### config.mk
export PLATFORM = sky130hd
export DESIGN_NAME = e_slot_pool_flat
export DESIGN_NICKNAME = d
export VERILOG_FILES = /design/src/rtl/e_slot_pool_if.sv /design/src/rtl/e_slot_pool.sv /design/src/flat_wrapper.sv
export SDC_FILE = /design/constraint.sdc
export NUM_CORES = 1
export LEC_CHECK = 0
export BUFFER_PORTS_ARGS = -buffer_cell sky130_fd_sc_hd__buf_4
export CAP_MARGIN = 25
export CORE_UTILIZATION = 50
export DETAILED_ROUTE_END_ITERATION = 12
export PLACE_DENSITY = 0.75
export SYNTH_ARGS = -nofsm -noshare
export SYNTH_HDL_FRONTEND = slang
export SYNTH_SLANG_ARGS = --single-unit
### constraint.sdc
create_clock -name clk -period 7.7 [get_ports clk]
set_input_delay 0.385 -clock clk [delete_from_list [all_inputs] [get_ports clk]]
set_output_delay 0.385 -clock clk [all_outputs]
set_load 0.1 [all_outputs]
### src/rtl/e_slot_pool_if.sv
// Slot pool handshake bundle: allocation offer, release request,
// flush request and the registered pool status outputs.
interface e_slot_pool_if #(
   parameter int W = 4
);
   localparam int CW = $clog2(W + 1);

   logic          alloc_vld_o;
   logic          alloc_rdy_i;
   logic [W-1:0]  alloc_o;
   logic          rel_vld_i;
   logic [W-1:0]  rel_i;
   logic          flush_i;
   logic [W-1:0]  occ_o;
   logic [CW-1:0] cnt_o;
   logic          full_o;
   logic          empty_o;
   logic          busy_o;
   logic          rel_err_o;

   modport slave (
      output alloc_vld_o,
      output alloc_o,
      output occ_o,
      output cnt_o,
      output full_o,
      output empty_o,
      output busy_o,
      output rel_err_o,
      input  alloc_rdy_i,
      input  rel_vld_i,
      input  rel_i,
      input  flush_i
   );

   modport master (
      input  alloc_vld_o,
      input  alloc_o,
      input  occ_o,
      input  cnt_o,
      input  full_o,
      input  empty_o,
      input  busy_o,
      input  rel_err_o,
      output alloc_rdy_i,
      output rel_vld_i,
      output rel_i,
      output flush_i
   );
endinterface

### src/rtl/e_slot_pool.sv
// W-slot allocator: first-fit or next-fit offer, checked one-hot release,
// and a flush that frees one slot per cycle starting from bit W-1.
module e_slot_pool #(
   parameter int W        = 4,
   parameter int NEXT_FIT = 0
) (
   input  logic         clk,
   input  logic         arst,
   e_slot_pool_if.slave bus
);
   localparam int CW = $clog2(W + 1);
   localparam int IW = (W > 1) ? $clog2(W) : 1;
   localparam logic [W-1:0] TOP = {1'b1, {(W-1){1'b0}}};

   if (W < 2 || W > 8) begin : g_bad_w
      $error("e_slot_pool: W=%0d outside legal range 2..8", W);
   end

   typedef enum logic [1:0] {
      S_INIT,
      S_RUN,
      S_FLUSH
   } state_t;

   state_t        state;
   logic [W-1:0]  occ;
   logic [W-1:0]  occ_nx;
   logic [W-1:0]  offer_vec;
   logic [CW-1:0] cnt;
   logic [CW-1:0] fcnt;
   logic          full;
   logic          empty;
   logic          busy;
   logic          rel_err;
   logic          ptr_vld;
   logic [IW-1:0] ptr_idx;

   logic          hit_any;
   logic          hit_lo;
   logic [IW-1:0] idx_any;
   logic [IW-1:0] idx_lo;
   logic [IW-1:0] pick;
   logic          offer;
   logic          gnt;
   logic          run_rel;
   logic          onehot;
   logic          rel_ok;
   logic          rel_bad;

   function automatic logic [CW-1:0] popcnt(input logic [W-1:0] v);
      logic [CW-1:0] c;
      c = '0;
      for (int i = 0; i < W; i++) begin
         c = c + CW'(v[i]);
      end
      return c;
   endfunction

   // Ascending scan: the last hit is the free slot nearest bit W-1.
   // hit_lo restricts to slots after the last grant (next-fit only).
   always_comb begin
      hit_any = 1'b0;
      hit_lo  = 1'b0;
      idx_any = '0;
      idx_lo  = '0;
      for (int i = 0; i < W; i++) begin
         if (!occ[i]) begin
            hit_any = 1'b1;
            idx_any = IW'(i);
            if (NEXT_FIT != 0 && ptr_vld && i < int'(ptr_idx)) begin
               hit_lo = 1'b1;
               idx_lo = IW'(i);
            end
         end
      end
   end

   assign pick      = hit_lo ? idx_lo : idx_any;
   assign offer     = (state == S_RUN) && hit_any;
   assign offer_vec = offer ? (W'(1) << pick) : '0;
   assign gnt       = offer && bus.alloc_rdy_i;

   assign run_rel = (state == S_RUN) && bus.rel_vld_i && !bus.flush_i;
   assign onehot  = (bus.rel_i != '0) &&
                    ((bus.rel_i & (bus.rel_i - 1'b1)) == '0);
   assign rel_ok  = run_rel && onehot && |(bus.rel_i & occ);
   assign rel_bad = run_rel && !(onehot && |(bus.rel_i & occ));

   always_comb begin
      occ_nx = occ;
      unique case (state)
         S_RUN: begin
            if (gnt) begin
               occ_nx = occ_nx | offer_vec;
            end
            if (rel_ok) begin
               occ_nx = occ_nx & ~bus.rel_i;
            end
            // Flush entry already frees the first slot.
            if (bus.flush_i) begin
               occ_nx = occ_nx & ~TOP;
            end
         end
         S_FLUSH: occ_nx = occ & ~(TOP >> fcnt);
         default: occ_nx = occ;
      endcase
   end

   always_ff @(posedge clk or posedge arst) begin
      if (arst) begin
         state   <= S_INIT;
         occ     <= '0;
         cnt     <= '0;
         full    <= 1'b0;
         empty   <= 1'b1;
         busy    <= 1'b1;
         rel_err <= 1'b0;
         ptr_vld <= 1'b0;
         ptr_idx <= '0;
         fcnt    <= '0;
      end else begin
         rel_err <= 1'b0;
         unique case (state)
            S_INIT: begin
               state <= S_RUN;
               busy  <= 1'b0;
            end
            S_RUN: begin
               if (bus.flush_i) begin
                  state   <= S_FLUSH;
                  busy    <= 1'b1;
                  ptr_vld <= 1'b0;
                  fcnt    <= CW'(1);
               end else begin
                  rel_err <= rel_bad;
                  if (gnt) begin
                     ptr_vld <= 1'b1;
                     ptr_idx <= pick;
                  end
               end
            end
            S_FLUSH: begin
               if (fcnt == CW'(W)) begin
                  state <= S_RUN;
                  busy  <= 1'b0;
               end else begin
                  fcnt <= fcnt + 1'b1;
               end
            end
            default: begin
               state <= S_INIT;
               busy  <= 1'b1;
            end
         endcase
         occ   <= occ_nx;
         cnt   <= popcnt(occ_nx);
         full  <= &occ_nx;
         empty <= ~|occ_nx;
      end
   end

   assign bus.alloc_vld_o = offer;
   assign bus.alloc_o     = offer_vec;
   assign bus.occ_o       = occ;
   assign bus.cnt_o       = cnt;
   assign bus.full_o      = full;
   assign bus.empty_o     = empty;
   assign bus.busy_o      = busy;
   assign bus.rel_err_o   = rel_err;
endmodule
### src/flat_wrapper.sv
// flat-port wrapper written by rule: the top's interface ports become plain ports
module e_slot_pool_flat 
#(
   parameter int W        = 4,
   parameter int NEXT_FIT = 0
)
  (clk, arst, bus_alloc_vld_o, bus_alloc_o, bus_occ_o, bus_cnt_o, bus_full_o, bus_empty_o, bus_busy_o, bus_rel_err_o, bus_alloc_rdy_i, bus_rel_vld_i, bus_rel_i, bus_flush_i);
  e_slot_pool_if #(.W(W)) bus_i ();
  input  logic clk;
  input  logic arst;
  output wire logic [$bits(bus_i.alloc_vld_o)-1:0] bus_alloc_vld_o;
  output wire logic [$bits(bus_i.alloc_o)-1:0] bus_alloc_o;
  output wire logic [$bits(bus_i.occ_o)-1:0] bus_occ_o;
  output wire logic [$bits(bus_i.cnt_o)-1:0] bus_cnt_o;
  output wire logic [$bits(bus_i.full_o)-1:0] bus_full_o;
  output wire logic [$bits(bus_i.empty_o)-1:0] bus_empty_o;
  output wire logic [$bits(bus_i.busy_o)-1:0] bus_busy_o;
  output wire logic [$bits(bus_i.rel_err_o)-1:0] bus_rel_err_o;
  input wire logic [$bits(bus_i.alloc_rdy_i)-1:0] bus_alloc_rdy_i;
  input wire logic [$bits(bus_i.rel_vld_i)-1:0] bus_rel_vld_i;
  input wire logic [$bits(bus_i.rel_i)-1:0] bus_rel_i;
  input wire logic [$bits(bus_i.flush_i)-1:0] bus_flush_i;
  assign bus_alloc_vld_o = bus_i.alloc_vld_o;
  assign bus_alloc_o = bus_i.alloc_o;
  assign bus_occ_o = bus_i.occ_o;
  assign bus_cnt_o = bus_i.cnt_o;
  assign bus_full_o = bus_i.full_o;
  assign bus_empty_o = bus_i.empty_o;
  assign bus_busy_o = bus_i.busy_o;
  assign bus_rel_err_o = bus_i.rel_err_o;
  assign bus_i.alloc_rdy_i = bus_alloc_rdy_i;
  assign bus_i.rel_vld_i = bus_rel_vld_i;
  assign bus_i.rel_i = bus_rel_i;
  assign bus_i.flush_i = bus_flush_i;
  e_slot_pool #(.W(W), .NEXT_FIT(NEXT_FIT)) u_core (.clk(clk), .arst(arst), .bus(bus_i));
endmodule
Word level (Yosys, flattened, before mapping)
Index checks and enable logic that the tools add are counted.

storage, ports and cells
  bits in registers = 16
  input port bits = 9
  output and inout port bits = 16
  logic and storage cells = 73

operators by class
  $add $sub $neg = 5
  equality and inequality tests = 6
  shifts and indexed selects = 2
  mux-type cells = 24
  bitwise gates (word level) = 7
  reduce and logical (&&, ||, !) cells = 21

operator list
  kind                                                                count
  4-bit 2-to-1 mux                                                    5
  4-bit AND                                                           4
  1-bit logical AND                                                   9
  1-bit 2-to-1 mux                                                    9
  2-bit 2-to-1 mux                                                    4
  4-bit NOT                                                           2
  4-bit one-hot mux with 2 select lines                               1
  4-bit OR reduction                                                  2
  3-bit by 1-bit adder with 3-bit output                              2
  3-bit 2-to-1 mux                                                    2
  2-bit one-hot mux with 3 select lines                               1
  3-bit one-hot mux with 2 select lines                               1
  4-bit zero test                                                     1
  2-bit != test, second input constant                                2
  4-bit bitwise OR                                                    1
  4-bit AND reduction                                                 1
  4-bit nonzero test                                                  1
  1-bit by 2-bit << shifter with 4-bit output, first input constant   1
  4-bit by 3-bit >> shifter with 4-bit output, first input constant   1
  4-bit by 1-bit subtractor with 4-bit output, second input constant  1
  3-bit by 1-bit adder with 3-bit output, second input constant       1
  3-bit equality test, second input constant                          1
  1-bit zero test                                                     3
  1-bit one-hot mux with 3 select lines                               1
  other kinds (8)                                                     8

Logic depth before layout (Yosys ltp)
Gate-level depths: netlist (run 1).

  depth in word-level cells = 16
  depth in mapped cells = 11
  gate-level depth less buffers = 11

Worst setup path before layout (run 1)
OpenSTA, ideal clock, no wires.

  kind = register -> output
  start point = reg u_core.occ[3] (netlist: u_core.bus.occ_o[3])
  end point = out bus_alloc_o[0]
  data arrival time = 3687 ps
  data required time = 7315 ps
  setup slack = 3628 ps
  stages on the path, launching flop included = 5
  buffers on the path = 1
  cells stage by stage = dfrtp_1 -> clkbuf_1 -> and3_1 -> a21oi_1 -> and2_1

on the way
  word-level cells in the longest chain between the ends = 3
  elaborated cells on any way between the ends = 5
  classes of those cells = shift (1); mux (3); reduce/logical (1)

RTL lines
  item                       RTL line            source
  start, declared            e_slot_pool.sv:26   logic [W-1:0] occ;
  start signal, assigned     e_slot_pool.sv:155  occ <= occ_nx;
  1-bit 2-to-1 mux           e_slot_pool.sv:67   if (!occ[i]) begin
  1-bit logical AND          e_slot_pool.sv:79   assign offer = (state == S_RUN) && hit_any;
  named net bus_alloc_vld_o  flat_wrapper.sv:11  output wire logic [$bits(bus_i.alloc_vld_o)-1:0] bus_alloc_vld_o;
  4-bit 2-to-1 mux           e_slot_pool.sv:80   assign offer_vec = offer ? (W'(1) << pick) : '0;
  end, declared              flat_wrapper.sv:12  output wire logic [$bits(bus_i.alloc_o)-1:0] bus_alloc_o;

The timed path passes the listed nets, and every way through them passes these cells.

Worst setup path after layout (run 1)
  start point = reg u_core.state[1]
  end point = reg u_core.cnt[1] (netlist: u_core.bus.cnt_o[1])

on the way
  word-level cells in the longest chain between the ends = 13
  elaborated cells on any way between the ends = 19
  classes of those cells = add/sub (3); eq/ne (2); mux (6); bitwise (2); reduce/logical (6)

RTL lines
  item                                                      RTL line                                                 source
  start, declared                                           e_slot_pool.sv:25                                        state_t state;
  start signal, assigned                                    e_slot_pool.sv:111                                       state <= S_INIT;
  start signal, assigned                                    e_slot_pool.sv:125                                       state <= S_RUN;
  start signal, assigned                                    e_slot_pool.sv:130                                       state <= S_FLUSH;
  2-bit by 1-bit equality test with 1-bit output            e_slot_pool.sv:79, e_slot_pool.sv:83, e_slot_pool.sv:91
  1-bit logical AND                                         e_slot_pool.sv:79
  4-bit 2-to-1 mux                                          e_slot_pool.sv:80
  4-bit bitwise OR                                          e_slot_pool.sv:94                                        occ_nx = occ_nx | offer_vec;
  4-bit 2-to-1 mux                                          e_slot_pool.sv:93                                        if (gnt) begin
  4-bit 2-to-1 mux                                          e_slot_pool.sv:91                                        unique case (state)
  4-bit AND                                                 e_slot_pool.sv:97                                        occ_nx = occ_nx & ~bus.rel_i;
  4-bit 2-to-1 mux                                          e_slot_pool.sv:96                                        if (rel_ok) begin
  4-bit 2-to-1 mux                                          e_slot_pool.sv:100                                       if (bus.flush_i) begin
  4-bit one-hot mux with 2 select lines (*)                 e_slot_pool.sv:91
  named net u_core.occ_nx[0]                                e_slot_pool.sv:27                                        logic [W-1:0] occ_nx;
  1-bit by 1-bit adder with 2-bit output (*)                e_slot_pool.sv:54                                        c = c + CW'(v[i]);
  3-bit by 1-bit adder with 3-bit output (*) (2 in series)  e_slot_pool.sv:54
  end signal, assigned                                      e_slot_pool.sv:156                                       cnt <= popcnt(occ_nx);
  end, declared                                             e_slot_pool.sv:29                                        logic [CW-1:0] cnt;

The timed path passes the listed nets; every way through them passes the cells marked *. The select of a mux whose other input is x is not followed.
A chain may end at the register's enable or synchronous reset.

==> results by group, run 1 <==
Power and ir drop
  • Overall power: 0.000492 W
  • Maximum vdd drop: 0.000222 V
  • PD cells: 372 nW/um2
  • Lkg Pwr: 0.689 nW

Placement
  • Port Buffer Count: 24
  • Final Wtd Congestion: 0.812
  • Hpwl dp: 1750 um
  • Pre-CTS WS: 4710 ps

Route
  • Routed len/inst: 12.9 um
  • DRC viols: 0
  • Drt initial violations: 16
  • Via count: 929
  • First drt pass iteration count: 4
  • Vias/cell: 5.40
  • Drt total wl: 2220 um
  • DRT antenna net count: 0

Clocking
  • CTS root buffer: clkbuf_4
  • H-tree depth: 1
  • Clock sink count: 16
  • Post-CTS Resized: 0
  • CTS tree: done
  • # hold bufs at CTS: 0
  • CTS clk-pin slew, worst paths: 100 ps
  • Num CTS Buffers: 3
  • Clk_lat worst skew: 280 ps
  • Maximum clock path buffer count: 2
  • Post-CTS Setup Bufs: 0

Synth
  • Ys async rst share: 1.00
  • Syn Area/Cell: 9.03 um2
  • Library cells used by synthesis: 38
  • Post-synthesis cell area: 1080 um2
  • EDFF count, synth: 0
  • Post-synthesis net count: 142
  • Post-synth top flop: dfrtp_1
  • Synth warn: 0
  • Mapped Cells: 120
  • Register area share after synthesis: 0.372
  • FF+latch count, synth: 16

Run status
  • Outcome: finished, final reports clean

Setup path
  • Setup crit start kind: register
  • Most frequent CP cell: ha_1
  • Slowest stage delay, CP: 410 ps
  • Worst Path Required: 7870 ps
  • CP Cell Sequence: inv_1, ha_1, and2_1, a41oi_1, a31oi_1, ha_1, xor2_1, ha_1, a21o_1, ha_1
  • CP Buf/Inv Count: 1
  • Max FO, Critical Path: 7
  • Crit end category: register
  • Family with the most delay on the worst path: adder cells
  • Worst Path Arrival: 2870 ps
  • CP Class: reg2reg
  • Slowest CP cell: dfrtp_1

GRT
  • First-pass GRT wire length: 3910 um
  • Largest net degree at the start of global routing: 17
  • Total global routing overflow: 0
  • Total GRT Usage: 0.208
  • Vias in the first global route: 881
  • Initial antenna violation count: 0

STA
  • Final setup viols: 0
  • Worst-Margin Slew: 594 ps
  • Fmax: 371 MHz
  • Setup TNS: 0 ps
  • Final worst slack: 5010 ps
  • Slew Limit Fails: 0
  • Clk_skew: 4.22 ps
  • Final period util: 0.350
  • Final hold vios: 0
  • Max_slew headroom: 0.604
  • Minimum clock period: 2690 ps
  • RSZ-0062 raised after global routing: false

Cells and area
  • Nets@finish: 168
  • Commonest non-fill, non-tap cell in the layout: buf_4
  • Most frequent cells in the layout: buf_4 (24), nand2_1 (15), dfrtp_1 (14), ha_1 (13), inv_1 (12)
  • Share of cells above drive strength 1: 0.255
  • ANT cells: 0
  • Area Overhead vs Synth: 22.1%

Hold path
  • Hold Path Class: in2async

Die
  • Die Ht: 48.6 um
  • Row count: 16
  • IO Pins: 25
  • Core outline area: 2000 um2
  • DIE AREA: 2360 um2
  • Die Span X: 48.6 um
  • Initial Util: 0.541

Flow run
  • Maximum capacitance violations: 0
## layer usage
layer,vias up,GRT usage,share of wire
li1,477,-,-
met4,0,0.0392,0.0045
met3,2,0.0346,0.034
met2,19,0.357,0.47
met1,431,0.278,0.49
met5,-,0,0
## path summary, 6_finish.rpt
path | from | end | slack [ps] | cells after the start
setup / recovery | u_core.state[1] | u_core.bus.cnt_o[1] | 5010 | 10
hold / removal | arst | u_core.bus.occ_o[1] | 160 | 2
setup reg to reg | u_core.state[1] | u_core.bus.cnt_o[1] | 5010 | 10
hold reg to reg | u_core.state[0] | u_core.state[0] | 570 | 2
max in group asynchronous | arst | u_core.bus.occ_o[2] | 7150 | 2
min in group clk | bus_rel_vld_i | u_core.bus.rel_err_o | 320 | 3
## final cells by class
| type | instances | area (um2) |
|---|---|---|
| clock buffers | 4 | 36.3 |
| well taps | 27 | 33.8 |
| inverters | 12 | 45.0 |
| multi-input cells | 89 | 624 |
| flip-flops and latches | 16 | 403 |
| repair buffers | 24 | 180 |
| fillers | 190 | 679 |
## Yosys cell counts (2+ instances only)
master	count	share of area
a21oi_1	9	0.042
o31ai_1	3	0.021
nand4_1	2	0.012
nor2b_1	3	0.017
nor2_1	5	0.017
ha_1	13	0.15
and2_1	3	0.017
clkbuf_1	3	0.010
nand2_1	15	0.052
or4b_1	2	0.018
a31oi_1	2	0.012
dfrtp_1	14	0.32
o21ai_0	5	0.023
inv_1	12	0.042
nand3_1	3	0.014
dfstp_2	2	0.048
a22oi_1	2	0.014
a22o_1	2	0.016
## through the flow
step / cell area (um2) / utilization / cells / hold slack (ps)
6_report: 1320 / 0.661 / 172 / 161
3_5_place_dp: 1290 / 0.643 / 168 / 500
3_3_place_gp: 1290 / 0.643 / 168 / 500
5_1_grt: 1320 / 0.661 / 172 / 204
2_1_floorplan: 1080 / - / 120 / 297
4_1_cts: 1320 / 0.661 / 172 / 189
## sequential cells by signal (all words and copies together), names as in the netlist
signal                flops
u_core.bus.busy_o         1
u_core.bus.occ_o          4
u_core.state              2
u_core.bus.full_o         1
u_core.fcnt               3
u_core.bus.rel_err_o      1
u_core.bus.empty_o        1
u_core.bus.cnt_o          3
## kinds of logic after synthesis
family                   synth area share
AO/OA/AOI/OAI                       0.217
flip-flops                          0.372
buffers and inverters              0.0520
adder cells (fa/ha/maj)             0.150
AND/OR/NAND/NOR                     0.193
XOR/XNOR                           0.0162
## power by group
group / internal, W / switching (W) / total [W]
Combinational: 0.0000823 / 0.000225 / 0.000308
Sequential: 0.000108 / 0.0000204 / 0.000129
Clock: 0.0000287 / 0.0000273 / 0.0000561
No activity file was read; power rests on OpenSTA's default activity.
==> run 2, diff against run 1 <==
--- a/config.mk
+++ b/config.mk
@@ -7,9 +7,9 @@
 export LEC_CHECK = 0
 export BUFFER_PORTS_ARGS = -buffer_cell sky130_fd_sc_hd__buf_4
 export CAP_MARGIN = 25
-export CORE_UTILIZATION = 50
+export CORE_UTILIZATION = 47
 export DETAILED_ROUTE_END_ITERATION = 12
-export PLACE_DENSITY = 0.75
+export PLACE_DENSITY = 0.74
 export SYNTH_ARGS = -nofsm -noshare
 export SYNTH_HDL_FRONTEND = slang
 export SYNTH_SLANG_ARGS = --single-unit
==> constraint.sdc (replaced) <==
create_clock -name clk -period 2.21 [get_ports clk]
set_input_delay 0.1105 -clock clk [delete_from_list [all_inputs] [get_ports clk]]
set_output_delay 0.1105 -clock clk [all_outputs]
set_load 0.1 [all_outputs]
==> run 2 against run 1 <==
The flow now finishes with violations (negative setup slack). Fmax increased by 12%. Sequential share of layout area is 8.1 points lower. Final cell count rose by 25%. Die area rose by 6.1%. Register-to-register slack lost 5200 ps. Routed wire length up 73%. Worst setup slack worse by 5200 ps.
==> results by group, run 2 (synthesis gave the netlist of run 1 again) <==
Run status
  • Outcome: finished with violations
  • Violated checks: negative setup slack

Clocking
  • Clock sink count: 16 (unchanged)
  • Clk_lat worst skew: 310 ps (+30 ps)
  • Num CTS Buffers: 3 (unchanged)
  • CTS clk-pin slew, worst paths: 110 ps (about the same)
  • Maximum clock path buffer count: 2 (unchanged)
  • CTS tree: done
  • H-tree depth: 1 (unchanged)
  • CTS root buffer: clkbuf_4

Hold path
  • Hold Path Class: in2reg
  • Hold path depth: 3

Setup path
  • Max FO, Critical Path: 2 (-5)
  • Worst Path Arrival: 2600 ps (-270 ps)
  • Setup crit start kind: register
  • RR Endpoint: u_core.bus.cnt_o[1]
  • Crit end category: register
  • Worst R2R Start: u_core.bus.occ_o[0]
  • Register-to-Register Path Depth: 10 (unchanged)
  • Flop-to-flop setup slack: -190 ps (-5200 ps)
  • CP startpoint: u_core.bus.occ_o[0]
  • CP endpoint: u_core.bus.cnt_o[1]
  • Worst Path Required: 2410 ps (-5460 ps)
  • CP Class: reg2reg

Cells and area
  • ANT cells: 0 (unchanged)
  • Area Overhead vs Synth: 69.2%
  • Max FFs per register: 4 (unchanged)
  • Commonest non-fill, non-tap cell in the layout: buf_4
  • Final Util: 0.837 (+0.176)
  • Most frequent cells in the layout: buf_4 (63), nand2_1 (13), dfrtp_1 (10), inv_1 (8), a21oi_1 (8)
  • Share of cells above drive strength 1: 0.599 (+0.344)
  • Nets@finish: 210 (+25%)
  • Fin cells: 215 (+25%)
  • Filler instances: 114 (-40%)

STA
  • Final period util: 1.08 (+0.735)
  • Slew Limit Fails: 0 (unchanged)
  • Fmax: 417 MHz (+12%)
  • Hold slack: 54.3 ps (-107 ps)
  • Final setup viols: 2 (+2)
  • RSZ-0062 raised after global routing: true
  • Max_slew headroom: 0.563 (-0.0409)
  • Final worst slack: -188 ps (-5200 ps)
  • Clk_skew: 13.1 ps (+8.89 ps)
  • Final hold vios: 0 (unchanged)
  • Minimum clock period: 2400 ps (-295 ps)
  • Worst-Margin Slew: 655 ps (+61.2 ps)

Placement
  • Hpwl dp: 2240 um (+28%)
  • Port Buffer Count: 24 (unchanged)
  • Dpl cells: 203 (+21%)
  • Final Wtd Congestion: 0.881 (+8.5%)
  • Pre-CTS WS: -442 ps (-5150 ps)

GRT
  • Largest net degree at the start of global routing: 17 (unchanged)
  • Total GRT Usage: 0.301 (+0.0933)
  • Initial antenna violation count: 0 (unchanged)
  • First-pass GRT wire length: 5580 um (+43%)
  • Total global routing overflow: 0 (unchanged)
  • Vias in the first global route: 1223 (+39%)

Die
  • Initial Util: 0.495 (-0.0467)
  • Die Ht: 50.0 um (+3.0%)
  • Die Span X: 50.0 um (+3.0%)
  • IO Pins: 25 (unchanged)
  • Core outline area: 2190 um2 (+9.4%)
  • DIE AREA: 2500 um2 (+6.1%)
  • Row count: 17 (+1)

Route
  • DRC viols: 0 (unchanged)
  • Via count: 1233 (+33%)
  • First drt pass iteration count: 4 (unchanged)
  • Routed len/inst: 17.8 um (+38%)
  • Drt initial violations: 39 (+23)
  • Drt total wl: 3830 um (+73%)
  • DRT antenna net count: 0 (unchanged)
  • Vias/cell: 5.73 (+6.2%)

Flow run
  • Maximum capacitance violations: 0 (unchanged)

Power and ir drop
  • Lkg Pwr: 0.904 nW (+31%)
  • PD cells: 1290 nW/um2 (+250%)
  • Maximum vdd drop: 0.00101 V (+360%)
==> run 2: cell count changes in the layout (fill, tap and decap cells not counted), moves of 4 or more <==
cell     before  now
ha_1         13    7
dfrtp_1      14   10
buf_4        24   63
inv_1        12    8
inv_2         0    4
ha_4          0    4
==> run 2: final cells by class <==
type | count | area [um2] | share of cell area
tap | 28 | 35.0 | 0.0191
inverter | 12 | 45.0 | 0.0246
clock buffer | 4 | 36.3 | 0.0198
sequential | 16 | 410 | 0.224
timing repair buffer | 66 | 505 | 0.276
multi-input combinational | 89 | 801 | 0.437
==> run 2: per-layer routing <==
| layer | track usage | vias to the layer above | share of wire |
|---|---|---|---|
| li1 | - | 560 | - |
| met2 | 0.533 | 69 | 0.52 |
| met5 | 0 | - | 0 |
| met4 | 0.186 | 0 | 0.040 |
| met3 | 0.0432 | 20 | 0.038 |
| met1 | 0.333 | 584 | 0.40 |
==> run 2: worst max-delay path, stage by stage (launching register included) <==
cell	delay, ps
dfrtp_2	430
a22oi_2	180
nand3_2	110
o2111ai_2	90
a41oi_2	170
a31oi_2	250
ha_4	250
xor2_1	150
ha_2	180
a21o_1	200
ha_4	260
==> run 2: how the worst min path moves through the flow <==
stage | to | slack, ps | from
2_1_floorplan | u_core.bus.cnt_o[0] | 20 | arst
3_3_place_gp | u_core.fcnt[2] | 220 | arst
3_5_place_dp | u_core.bus.cnt_o[1] | 230 | arst
4_1_cts | u_core.bus.rel_err_o | 70 | bus_rel_vld_i
5_1_grt | u_core.bus.rel_err_o | 50 | bus_rel_vld_i
6_report | u_core.bus.rel_err_o | 50 | bus_rel_vld_i
==> run 2: metrics by stage <==
stage / setup TNS (ps) / power [W] / cell area (um2)
detailed placement: -909 / 0.00187 / 1580
global route: -450 / 0.00249 / 1830
finish: -298 / 0.00236 / 1830
global placement: -648 / 0.00182 / 1580
CTS: -87.8 / 0.00218 / 1750
floorplan: -1360 / 0.00134 / 1140
==> run 2: repair_timing <==
item,in CTS,in global routing
buffers inserted,4,3
pin swaps,5,12
hold buffers,1,0
gates resized for setup,15,17
endpoints found under the hold margin,14,0
setup endpoints to repair,2,2
==> run 2: report_power, final <==
group | switching [W] | internal, W | leakage, nW
sequential | 0.0000565 | 0.000381 | 0.200
combinational | 0.00104 | 0.000677 | 0.683
clock | 0.000110 | 0.000101 | 0.0210
total | 0.00120 | 0.00116 | 0.904
